**config.mk**
```make
export PLATFORM = sky130hd
export DESIGN_NAME = barrel_shifter_pipe
export DESIGN_NICKNAME = d
export VERILOG_FILES = /design/src/rtl/barrel_shifter_pkg.sv /design/src/rtl/barrel_stage.sv /design/src/rtl/barrel_shifter_pipe.sv
export SDC_FILE = /design/constraint.sdc
export NUM_CORES = 1
export LEC_CHECK = 0
export CAP_MARGIN = 20
export CORE_ASPECT_RATIO = 0.7
export CORE_MARGIN = 2
export CORE_UTILIZATION = 57
export DETAILED_ROUTE_END_ITERATION = 10
export GPL_ROUTABILITY_DRIVEN = 0
export PLACE_DENSITY = 0.88
export SYNTH_ARGS = -nofsm -noshare
export SYNTH_HDL_FRONTEND = slang
export SYNTH_SLANG_ARGS = --single-unit
```
**constraint.sdc**
```tcl
create_clock -name clk -period 5.3 [get_ports clk]
set_clock_uncertainty 0.1 [all_clocks]
set_input_delay 1.59 -clock clk [delete_from_list [all_inputs] [get_ports clk]]
set_output_delay 1.59 -clock clk [all_outputs]
set_load 0.02 [all_outputs]
```
**src/rtl/barrel_shifter_pkg.sv**
```systemverilog
// Shared types for the pipelined barrel shifter: operation encoding and
// the direction helper used by every stage.
package barrel_shifter_pkg;

  typedef enum logic [2:0] {
    SH_LSL = 3'd0,
    SH_LSR = 3'd1,
    SH_ASR = 3'd2,
    SH_ROL = 3'd3,
    SH_ROR = 3'd4
  } shift_mode_e;

  function automatic logic is_left(input logic [2:0] mode);
    return (mode == SH_LSL) || (mode == SH_ROL);
  endfunction

endpackage

```
**src/rtl/barrel_stage.sv**
```systemverilog
// One combinational shifter stage: moves the word by DIST when enabled and
// updates the running carry with the last bit that crossed the boundary.
module barrel_stage
  import barrel_shifter_pkg::*;
#(
  parameter int WIDTH = 8,
  parameter int DIST  = 1
) (
  input  logic [WIDTH-1:0] i_data,
  input  logic             i_en,
  input  logic [2:0]       i_mode,
  input  logic             i_carry,
  output logic [WIDTH-1:0] o_data,
  output logic             o_carry
);

  logic [WIDTH-1:0] w_lsl;
  logic [WIDTH-1:0] w_lsr;
  logic [WIDTH-1:0] w_asr;
  logic [WIDTH-1:0] w_rol;
  logic [WIDTH-1:0] w_ror;

  assign w_lsl = i_data << DIST;
  assign w_lsr = i_data >> DIST;
  assign w_asr = {{DIST{i_data[WIDTH-1]}}, i_data[WIDTH-1:DIST]};
  assign w_rol = {i_data[WIDTH-DIST-1:0], i_data[WIDTH-1:WIDTH-DIST]};
  assign w_ror = {i_data[DIST-1:0], i_data[WIDTH-1:DIST]};

  always_comb begin
    // NOTE: defaults first so every path assigns both outputs; otherwise a latch is inferred.
    o_data  = i_data;
    o_carry = i_carry;
    if (i_en) begin
      case (i_mode)
        SH_LSL:  o_data = w_lsl;
        SH_LSR:  o_data = w_lsr;
        SH_ASR:  o_data = w_asr;
        SH_ROL:  o_data = w_rol;
        SH_ROR:  o_data = w_ror;
        default: o_data = i_data;
      endcase
      // Reserved encodings act as a zero-distance move and leave carry alone.
      if (i_mode <= SH_ROR) begin
        o_carry = is_left(i_mode) ? i_data[WIDTH-DIST] : i_data[DIST-1];
      end
    end
  end

endmodule

```
**src/rtl/barrel_shifter_pipe.sv**
```systemverilog
// Pipelined shift/rotate unit: one register stage per shift-amount bit,
// valid/ready on both sides, a single global stall and no bubble squeezing.
// WIDTH must be a power of two and at least 2.
module barrel_shifter_pipe
  import barrel_shifter_pkg::*;
#(
  parameter  int WIDTH   = 8,
  localparam int SHAMT_W = $clog2(WIDTH)
) (
  input  logic               clk,
  input  logic               reset_n,
  input  logic               i_valid,
  output logic               o_ready,
  input  logic [WIDTH-1:0]   i_data,
  input  logic [SHAMT_W-1:0] i_shift_amt,
  input  logic [2:0]         i_mode,
  output logic               o_valid,
  input  logic               i_ready,
  output logic [WIDTH-1:0]   o_shift_data,
  output logic               o_carry,
  output logic               o_zero
);

  // Index k is the input of stage k; index SHAMT_W is the pipeline output.
  logic [WIDTH-1:0]   w_data      [0:SHAMT_W];
  logic               w_valid     [0:SHAMT_W];
  logic               w_carry     [0:SHAMT_W];
  logic [2:0]         w_mode      [0:SHAMT_W-1];
  logic [SHAMT_W-1:0] w_amt       [0:SHAMT_W-1];
  logic [WIDTH-1:0]   w_nxt_data  [0:SHAMT_W-1];
  logic               w_nxt_carry [0:SHAMT_W-1];
  logic               w_stall;
  logic               r_zero;

  assign w_stall = w_valid[SHAMT_W] && !i_ready;
  assign o_ready = !w_stall;

  assign w_data[0]  = i_data;
  assign w_valid[0] = i_valid;
  assign w_carry[0] = 1'b0;
  assign w_mode[0]  = i_mode;
  assign w_amt[0]   = i_shift_amt;

  for (genvar k = 0; k < SHAMT_W; k++) begin : g_stage
    logic [WIDTH-1:0] r_data;
    logic             r_valid;
    logic             r_carry;

    // Amount is shifted down each stage, so bit 0 always enables the current move.
    barrel_stage #(
      .WIDTH (WIDTH),
      .DIST  (1 << k)
    ) u_stage (
      .i_data  (w_data[k]),
      .i_en    (w_amt[k][0]),
      .i_mode  (w_mode[k]),
      .i_carry (w_carry[k]),
      .o_data  (w_nxt_data[k]),
      .o_carry (w_nxt_carry[k])
    );

    // NOTE: non-blocking so every stage samples its neighbour's pre-edge value.
    always_ff @(posedge clk) begin
      if (!reset_n) begin
        r_valid <= 1'b0;
        r_data  <= '0;
        r_carry <= 1'b0;
      end else if (!w_stall) begin
        r_valid <= w_valid[k];
        r_data  <= w_nxt_data[k];
        r_carry <= w_nxt_carry[k];
      end
    end

    assign w_data[k+1]  = r_data;
    assign w_valid[k+1] = r_valid;
    assign w_carry[k+1] = r_carry;

    if (k < SHAMT_W - 1) begin : g_ctl
      logic [2:0]         r_mode;
      logic [SHAMT_W-1:0] r_amt;

      // NOTE: control travelling with the data is left unreset; the stage valid qualifies it.
      always_ff @(posedge clk) begin
        if (!w_stall) begin
          r_mode <= w_mode[k];
          r_amt  <= w_amt[k] >> 1;
        end
      end

      assign w_mode[k+1] = r_mode;
      assign w_amt[k+1]  = r_amt;
    end
  end

  always_ff @(posedge clk) begin
    if (!reset_n) begin
      r_zero <= 1'b0;
    end else if (!w_stall) begin
      r_zero <= (w_nxt_data[SHAMT_W-1] == '0);
    end
  end

  assign o_valid      = w_valid[SHAMT_W];
  assign o_shift_data = w_data[SHAMT_W];
  assign o_carry      = w_carry[SHAMT_W];
  assign o_zero       = r_zero;

endmodule
```
== Word-level counts from Yosys, hierarchy flattened ==
Index checks and enable logic that the tools add are counted.

* Bits in registers: 40
* Input bits: 18
* Output and inout bits: 12
* Logic and storage cells: 55

* Magnitude comparators: 3
* Equal/unequal tests: 12
* Muxes and demuxes: 15
* Reductions and logical operators: 11

{| class="wikitable"
|+ Operators by type and width
! kind !! number
|-
| 8-bit case mux with 5 select lines || 2
|-
| 8-bit case mux with 4 select lines || 1
|-
| 8-bit 2-to-1 mux || 3
|-
| 3-bit by 2-bit == test with 1-bit output, second input constant || 6
|-
| 3-bit by 1-bit == test with 1-bit output, second input constant || 3
|-
| 3-bit == test, second input constant || 3
|-
| 3-bit less-or-equal comparator, second input constant || 3
|-
| 3-bit zero test || 3
|-
| 1-bit 2-to-1 mux || 9
|-
| 8-bit zero test || 1
|-
| 1-bit logical OR || 3
|-
| 1-bit zero test || 2
|-
| 2-bit OR reduction || 1
|-
| 1-bit logical AND || 1
|}

== Depth between registers and ports, before layout ==
Gate-level depths: netlist of the first run.

* Depth after elaboration: 5
* Mapped depth: 7
* Gate-level depth less buffers: 6

== Cells and area by module ==
A second synthesis of the first run with hierarchy kept.

* Cell total of the unflattened synthesis: 300
* Area total of the unflattened synthesis: 2,565.0 µm²

{| class="wikitable"
|+ By module, submodules not included
! module !! times used !! cells an instance !! area each (µm²) !! sequential area each (µm²)
|-
| barrel_shifter_pipe || 1 || 145 || 1,480.2 || 890.9
|-
| barrel_stage (g_stage[0].u_stage) || 1 || 62 || 437.9 || 0.0
|-
| barrel_stage (g_stage[1].u_stage) || 1 || 51 || 389.1 || 0.0
|-
| barrel_stage (g_stage[2].u_stage) || 1 || 42 || 257.7 || 0.0
|}

== Least setup slack after synthesis of the first run ==
No wires, ideal clock.

* Path type: input port to output port
* Start: in i_ready
* End: out o_ready
* Arrival: 2,504 ps
* Required time: 3,610 ps
* Setup slack: 1,106 ps
* Stages: 4
* Path buffers: 2
* Path through: nor2b_1 > buf_2 > inv_2 > clkbuf_1

* Cells in the longest elaborated chain, start to end: 3

{| class="wikitable"
|+ Ends and longest elaborated chain
! element !! line !! text
|-
| start: declaration || barrel_shifter_pipe.sv:18 || <nowiki>input logic i_ready,</nowiki>
|-
| 1-bit zero test || barrel_shifter_pipe.sv:35 || <nowiki>assign w_stall = w_valid[SHAMT_W] && !i_ready;</nowiki>
|-
| 1-bit logical AND || barrel_shifter_pipe.sv:35 ||
|-
| 1-bit zero test || - ||
|-
| end: declaration || barrel_shifter_pipe.sv:13 || <nowiki>output logic o_ready,</nowiki>
|}

Every way passes these cells.

== Final worst setup path of the first run ==
Ends and elaborated chain as after synthesis.

==> metrics.json, run 1 <==
{
  "outcome": "complete, no violations",
  "post_synth_fa_ha_maj_area_fraction_pct": 0.908,
  "syn2layout_area_growth_pct": 17.6,
  "critical_path.endpoint_type": "output pin",
  "via_per_inst": 6.31,
  "syn-mean-instance-area_um2": 8.93,
  "crit_type": "in2out",
  "peak_supply_drop_v": 0.000227,
  "yosys_warnings": 0,
  "globalRoute.totalOverflow": 0,
  "initial_utilization_pct": 61.2,
  "cts-resized-gates": 0,
  "port_buffers": 29,
  "synth.lib_cells_used.distinct": 50,
  "num_vias": 2007,
  "firstDrtPassIters": 4,
  "synthXorXnorAreaFrac_pct": 2.89,
  "main_combinational_cell_family_by_area_after_synthesis": "compound AO/OA/AOI/OAI gates",
  "p_leak_nw": 0.926,
  "placed_cells_incl_taps": 310,
  "pwr_cell_area_mw_per_mm2": 287,
  "num_rows": 18,
  "drc_errors": 0,
  "cp_launch_type": "input port",
  "postCtsHoldBufs": 0,
  "post_route_non_filler_standard_cell_count": 318,
  "tritoncts.num_buffers": 5,
  "postCtsSetupRepairBufs": 0,
  "antenna_violations_before_repair": 0,
  "synth_simple_gate_area_share_pct": 15.3,
  "clk-insertion-delay-late_ps": 300,
  "dr.first_iter.drc_count": 145,
  "maxClockFrequency_mhz": 224,
  "synth.yosys.seq_area_share_pct": 40.4,
  "final_min_period_over_clock_period_pct": 84.1,
  "totalWireLength_mm": 5.31,
  "synth_seq_cells": 40,
  "drtAntennaViolNets": 0,
  "ioPinCount": 30,
  "cts_root_buf": "sky130_fd_sc_hd__clkbuf_8",
  "layout.nets": 285,
  "grt_max_degree": 35,
  "via_count_of_the_first_global_routing_pass": 1810,
  "grt_setup_unrepaired": "no",
  "htree_num_levels": 2,
  "mostFrequentLayoutCells": "sky130_fd_sc_hd__dfxtp_1, sky130_fd_sc_hd__clkdlybuf4s50_1, sky130_fd_sc_hd__nor2_1, sky130_fd_sc_hd__nand2_1, sky130_fd_sc_hd__o21ai_0",
  "synth.largest_area_cell": "sky130_fd_sc_hd__dfxtp_1",
  "maxSlewViolCount": 0,
  "clock_pin_slew_worst_setup_and_hold_paths_ps": 80,
  "core_area_mm2": 0.00360,
  "synth-compound-area-share_pct": 28.5,
  "timing.final.setup_violations": 0,
  "data_required_time_at_the_worst_endpoint_ps": 3610,
  "die_width_um": 78.4,
  "worst_tran_pin_value_ps": 685,
  "postSynthNetCount": 265,
  "clock_sinks": 40,
  "clock_path_buffers": 2,
  "dp_hpwl_mm": 3.78,
  "syn_inst": 247,
  "arrival_ps": 2770,
  "cts_tree": "done",
  "share_of_layout_cells_above_drive_strength_1_pct": 10.1,
  "grt_pass1_wl_mm": 8.83,
  "area_share_of_the_largest_cell_type_after_synthesis_pct": 28.1,
  "fin_setup_tns_ps": 0,
  "slew_headroom_pct": 54.2,
  "hold_class": "reg2reg",
  "floorplan.die.height_um": 56.0,
  "track_usage_pct": 25.6,
  "antenna_diodes": 0,
  "crit_path_max_fanout": 2,
  "post_synth_instance_area_mm2": 0.00221,
  "max_cap_viol_count": 0,
  "synth.mux.area_fraction_pct": 7.54,
  "design.die.area_mm2": 0.00439,
  "final-hold-violation-count": 0,
  "layout.cells.most_common": "sky130_fd_sc_hd__dfxtp_1",
  "wire_per_inst_um": 16.7,
  "finalCriticalPeriod_ps": 4460,
  "post_synth_main_area_contributors": "sky130_fd_sc_hd__dfxtp_1, sky130_fd_sc_hd__edfxtp_1, sky130_fd_sc_hd__o21ai_0"
}
## critical path, cell delays in order
cell,delay [ps]
sky130_fd_sc_hd__clkdlybuf4s50_1,470
sky130_fd_sc_hd__nor2b_2,50
sky130_fd_sc_hd__inv_2,60
sky130_fd_sc_hd__clkdlybuf4s50_1,600
## cells in the mapped netlist, drive strengths merged
library cell	number
nor3b	2
a21oi	17
nand2b	1
a211o	1
or2	1
a221oi	4
mux2	9
buf	9
nor3	3
nor2	23
o22ai	13
a31o	9
and3	1
nor2b	5
a22oi	2
a21boi	2
o32ai	1
o22a	1
and2	3
xor2	1
inv	4
a211oi	11
mux2i	5
o221ai	3
a2111oi	1
o31ai	1
clkbuf	9
o211ai	3
edfxtp	9
a32oi	1
a22o	2
o21ai	21
a21o	1
xnor2	2
maj3	2
nand2	23
or3	1
dfxtp	31
nand3	4
nand3b	5
## final timing paths
| check | startpoint | to | slack, ps | depth (start not counted) |
|---|---|---|---|---|
| min | g_stage[0].g_ctl.r_amt[1] | g_stage[1].g_ctl.r_amt[0] | 350 | 0 |
| max | i_ready | o_ready | 840 | 4 |
| min reg2reg | g_stage[0].g_ctl.r_amt[1] | g_stage[1].g_ctl.r_amt[0] | 350 | 0 |
| max reg2reg | o_valid | o_zero | 3140 | 7 |
## cell type report
type                            count  area, µm²
Timing Repair Buffer               31        305
Multi-Input combinational cell    185       1220
Clock inverter                      1       5.00
Clock buffer                        7       97.6
Inverter                            4       15.0
Sequential cell                    40        891
Fill cell                         284       1010
Tap cell                           50       62.6
## routing by layer
metal  vias up  GRT usage, %  part of all wire, %
met4         0          9.27                  2.2
met5         -             0                    0
li1        969             -                    -
met2       100          34.9                   42
met3        18          6.17                  7.9
met1       920          38.9                   48
## metrics by stage
| step | util (%) | hold slack [ps] | instance area (µm²) | setup slack (ps) | total power [W] |
|---|---|---|---|---|---|
| after floorplan | - | 300 | 2210 | 1110 | 0.000468 |
| after global placement | 69.2 | 304 | 2490 | 843 | 0.000514 |
| after detailed placement | 69.2 | 330 | 2490 | 838 | 0.000521 |
| after CTS | 72.0 | 348 | 2590 | 841 | 0.000743 |
| after global routing | 72.0 | 357 | 2590 | 810 | 0.000775 |
| final | 72.0 | 345 | 2590 | 841 | 0.000745 |
## state kept, by name, indices dropped and copies added, names as in the netlist
name	cells
o_carry	1
o_shift_data	8
g_stage.g_ctl.r_amt	3
g_stage.r_carry	2
g_stage.g_ctl.r_mode	6
g_stage.r_data	16
o_valid	1
o_zero	1
g_stage.r_valid	2
## kinds of logic after synthesis
kind of cell	after synthesis
and+or+nand+nor	72
adders and majority gates	2
buffers and inverters	22
xor gates and xnor gates	3
AOI/OAI and AO/OA	94
muxes	14
DFF	40
## power breakdown
group	internal [W]	switching [W]	leakage (nW)
registers	0.000336	0.0000300	0.351
logic	0.0000764	0.0000761	0.522
clock network	0.000121	0.000107	0.0534
total	0.000533	0.000213	0.926
Power figures use the tool's default switching activity.
==> run 2: changes to the inputs <==
--- a/config.mk
+++ b/config.mk
@@ -8,10 +8,10 @@
 export CAP_MARGIN = 20
 export CORE_ASPECT_RATIO = 0.7
 export CORE_MARGIN = 2
-export CORE_UTILIZATION = 57
+export CORE_UTILIZATION = 54
 export DETAILED_ROUTE_END_ITERATION = 10
 export GPL_ROUTABILITY_DRIVEN = 0
-export PLACE_DENSITY = 0.88
+export PLACE_DENSITY = 0.85
 export SYNTH_ARGS = -nofsm -noshare
 export SYNTH_HDL_FRONTEND = slang
 export SYNTH_SLANG_ARGS = --single-unit
==> constraint.sdc (replaced) <==
create_clock -name clk -period 4.2 [get_ports clk]
set_clock_uncertainty 0.1 [all_clocks]
set_input_delay 1.26 -clock clk [delete_from_list [all_inputs] [get_ports clk]]
set_output_delay 1.26 -clock clk [all_outputs]
set_load 0.02 [all_outputs]
==> run 2 against run 1 <==
Against the previous run: global-route usage down 2.4 points; critical path type unchanged; largest cell class unchanged; die area up 5.2%; non-clock buffer count up 1; clock power up 14%; critical path depth unchanged; power up 22%.
==> metrics.json, run 2 (synthesis results as in run 1) <==
{
  "layout.nets": {"value": 286, "change": "+0.35%"},
  "cts_root_buf": "sky130_fd_sc_hd__clkbuf_8",
  "placed_cells_incl_taps": {"value": 313, "change": "+0.97%"},
  "htree_num_levels": {"value": 2, "change": "unchanged"},
  "die_width": {"value": 80.4, "unit": "µm", "change": "+2.6%"},
  "arrival": {"value": 2420, "unit": "ps", "change": "-350 ps"},
  "cts_tree": "done",
  "combinationalPowerShare": {"value": 21.0, "unit": "%", "change": "+0.5 points"},
  "postCtsSetupRepairBufs": {"value": 0, "change": "unchanged"},
  "multi_input_comb_area": {"value": 0.00122, "unit": "mm²", "change": "unchanged"},
  "critical_path.endpoint_type": "output pin",
  "outcome": "complete, no violations",
  "share_of_layout_cells_above_drive_strength_1": {"value": 10.0, "unit": "%", "change": "-0.037 points"},
  "fin_setup_tns": {"value": 0, "unit": "ps", "change": "unchanged"},
  "totalWireLength": {"value": 5.05, "unit": "mm", "change": "-4.9%"},
  "timing.critical_path.slowest_cell_delay": {"value": 590, "unit": "ps", "change": "about the same"},
  "post_route_non_filler_standard_cell_count": {"value": 321, "change": "+0.94%"},
  "worst_tran_pin_value": {"value": 605, "unit": "ps", "change": "-80.2 ps"},
  "clock_pin_slew_worst_setup_and_hold_paths": {"value": 70, "unit": "ps", "change": "about the same"},
  "slew_headroom": {"value": 59.2, "unit": "%", "change": "+5.1 points"},
  "peak_supply_drop": {"value": 0.000263, "unit": "V", "change": "+16%"},
  "globalRouteMet1Util": {"value": 35.8, "unit": "%", "change": "-3.1 points"},
  "initial_utilization": {"value": 56.2, "unit": "%", "change": "-5.0 points"},
  "cp_top_family": "buffers and inverters",
  "core_area": {"value": 0.00392, "unit": "mm²", "change": "+8.9%"},
  "hold_class": "reg2reg",
  "firstDrtPassIters": {"value": 5, "change": "+1"},
  "mostFrequentLayoutCells": "sky130_fd_sc_hd__dfxtp_1, sky130_fd_sc_hd__clkdlybuf4s50_1, sky130_fd_sc_hd__nor2_1, sky130_fd_sc_hd__nand2_1, sky130_fd_sc_hd__o21ai_0",
  "met3_usage": {"value": 4.59, "unit": "%", "change": "-1.6 points"},
  "finalCriticalPeriod_ps": 3780,
  "cp_common_cell": "sky130_fd_sc_hd__clkdlybuf4s50_1",
  "p_leak": {"value": 0.923, "unit": "nW", "change": "-0.33%"},
  "maxClockFrequency_mhz": 264,
  "num_vias": {"value": 2004, "change": "-0.15%"},
  "wire_per_inst": {"value": 15.7, "unit": "µm", "change": "-5.8%"},
  "design.die.area": {"value": 0.00462, "unit": "mm²", "change": "+5.2%"},
  "power.internal": {"value": 0.000655, "unit": "W", "change": "+23%"},
  "clock_sinks": {"value": 40, "change": "unchanged"},
  "worstPathCellList": "clkdlybuf4s50_1 -> nor2b_2 -> inv_2 -> clkdlybuf4s50_1",
  "timing.final.setup_violations": {"value": 0, "change": "unchanged"},
  "crit_type": "in2out",
  "crit_path_max_fanout": {"value": 2, "change": "unchanged"},
  "grt_max_degree": {"value": 35, "change": "unchanged"},
  "drtAntennaViolNets": {"value": 0, "change": "unchanged"},
  "clock_path_buffers": {"value": 2, "change": "unchanged"},
  "final-hold-violation-count": {"value": 0, "change": "unchanged"},
  "max_cap_viol_count": {"value": 0, "change": "unchanged"},
  "switching_share": {"value": 28.0, "unit": "%", "change": "-0.48 points"},
  "max_reg_flops": {"value": 16, "change": "unchanged"},
  "fill_count": {"value": 341, "change": "+20%"},
  "postCtsHoldBufs": {"value": 0, "change": "unchanged"},
  "seq_cell_area": {"value": 891, "unit": "µm²", "change": "unchanged"},
  "pwr_cell_area": {"value": 351, "unit": "mW/mm²", "change": "+22%"},
  "cp_launch_type": "input port",
  "power.sequential.fraction": {"value": 50.6, "unit": "%", "change": "+1.6 points"},
  "grt_setup_unrepaired": "no",
  "tritoncts.num_buffers": {"value": 5, "change": "unchanged"},
  "grt_pass1_wl": {"value": 8.32, "unit": "mm", "change": "-5.7%"},
  "num_rows": {"value": 19, "change": "+1"},
  "globalRoute.totalOverflow": {"value": 0, "change": "unchanged"},
  "syn2layout_area_growth": {"value": 17.5, "unit": "%", "change": "about the same"},
  "gr-max-usage-layer": "met1",
  "ioPinCount": {"value": 30, "change": "unchanged"},
  "clk-insertion-delay-late": {"value": 280, "unit": "ps", "change": "-20 ps"},
  "net-switching-power": {"value": 0.000255, "unit": "W", "change": "+20%"},
  "maxSlewViolCount": {"value": 0, "change": "unchanged"},
  "floorplan.die.height": {"value": 57.5, "unit": "µm", "change": "+2.6%"},
  "layout.cells.most_common": "sky130_fd_sc_hd__dfxtp_1",
  "cts-resized-gates": {"value": 0, "change": "unchanged"},
  "antenna_diodes": {"value": 0, "change": "unchanged"},
  "dr.first_iter.drc_count": {"value": 194, "change": "+34%"},
  "worst-path-buf-inv": {"value": 3, "change": "unchanged"},
  "worst_path_max_delay_cell": "sky130_fd_sc_hd__clkdlybuf4s50_1",
  "dp_hpwl": {"value": 3.55, "unit": "mm", "change": "-6.0%"},
  "via_count_of_the_first_global_routing_pass": {"value": 1780, "change": "-1.7%"},
  "gr-usage-met2": {"value": 32.7, "unit": "%", "change": "-2.1 points"},
  "drc_errors": {"value": 0, "change": "unchanged"},
  "antenna_violations_before_repair": {"value": 0, "change": "unchanged"},
  "data_required_time_at_the_worst_endpoint": {"value": 2840, "unit": "ps", "change": "-770 ps"},
  "final_min_period_over_clock_period_pct": 90.1,
  "track_usage": {"value": 23.3, "unit": "%", "change": "-2.4 points"},
  "regMostFlops": "g_stage.r_data",
  "clk_pwr_share": {"value": 28.4, "unit": "%", "change": "-2.1 points"},
  "via_per_inst": {"value": 6.24, "change": "-1.1%"},
  "port_buffers": {"value": 29, "change": "unchanged"}
}
-- run 2: changes by cell type in the layout (fill, tap and decap cells not counted), sizes merged --
cell | previous run | this run
buf | 2 | 3
clkbuf | 7 | 8
clkinv | 1 | 0
-- run 2: cell type report --
type | instances | share of cell area, %
Clock buffer | 8 | 3.47
Inverter | 4 | 0.579
Multi-Input combinational cell | 185 | 47.0
Sequential cell | 40 | 34.4
Tap cell | 52 | 2.51
Timing Repair Buffer | 32 | 12.1
-- run 2: worst paths after layout --
path	startpoint	to	slack, ps	cells past startpoint
max	i_ready	o_ready	420	4
min	g_stage[0].g_ctl.r_amt[1]	g_stage[1].g_ctl.r_amt[0]	340	0
max reg2reg	o_valid	o_zero	2090	7
min reg2reg	g_stage[0].g_ctl.r_amt[1]	g_stage[1].g_ctl.r_amt[0]	340	0
-- run 2: worst reg2reg max path: stages, from the launching register on --
cell and delay [ps]:
sky130_fd_sc_hd__dfxtp_1 310, sky130_fd_sc_hd__nor2b_2 160, sky130_fd_sc_hd__inv_2 50, sky130_fd_sc_hd__buf_4 330, sky130_fd_sc_hd__nand2_2 240, sky130_fd_sc_hd__a2111oi_0 450, sky130_fd_sc_hd__nand3_1 140, sky130_fd_sc_hd__o31ai_1 240
-- run 2: metrics by stage --
| step | hold slack [ps] | worst slack, ps | cell area, µm² | power, W | utilization, % |
|---|---|---|---|---|---|
| final | 337 | 416 | 2590 | 0.000910 | 66.1 |
| after global routing | 360 | 385 | 2590 | 0.000951 | 66.1 |
| after CTS | 339 | 412 | 2590 | 0.000908 | 66.1 |
| after detailed placement | 322 | 419 | 2500 | 0.000656 | 63.8 |
| after global placement | 313 | 412 | 2500 | 0.000649 | 63.8 |
| after floorplan | 300 | 666 | 2210 | 0.000590 | - |
-- run 2: per-layer routing --
metal / vias up / share of wire, %
met5: - / 0
met4: 0 / 1.5
met3: 11 / 7.8
met2: 81 / 41
met1: 942 / 49
li1: 970 / -
-- run 2: power groups by stage --
stage	combinational [W]	sequential, W	clock (W)
5_1_grt	0.000208	0.000465	0.000277
3_3_place_gp	0.000184	0.000466	0
2_1_floorplan	0.000130	0.000460	0
4_1_cts	0.000190	0.000459	0.000259
6_report	0.000191	0.000460	0.000258
3_5_place_dp	0.000188	0.000468	0
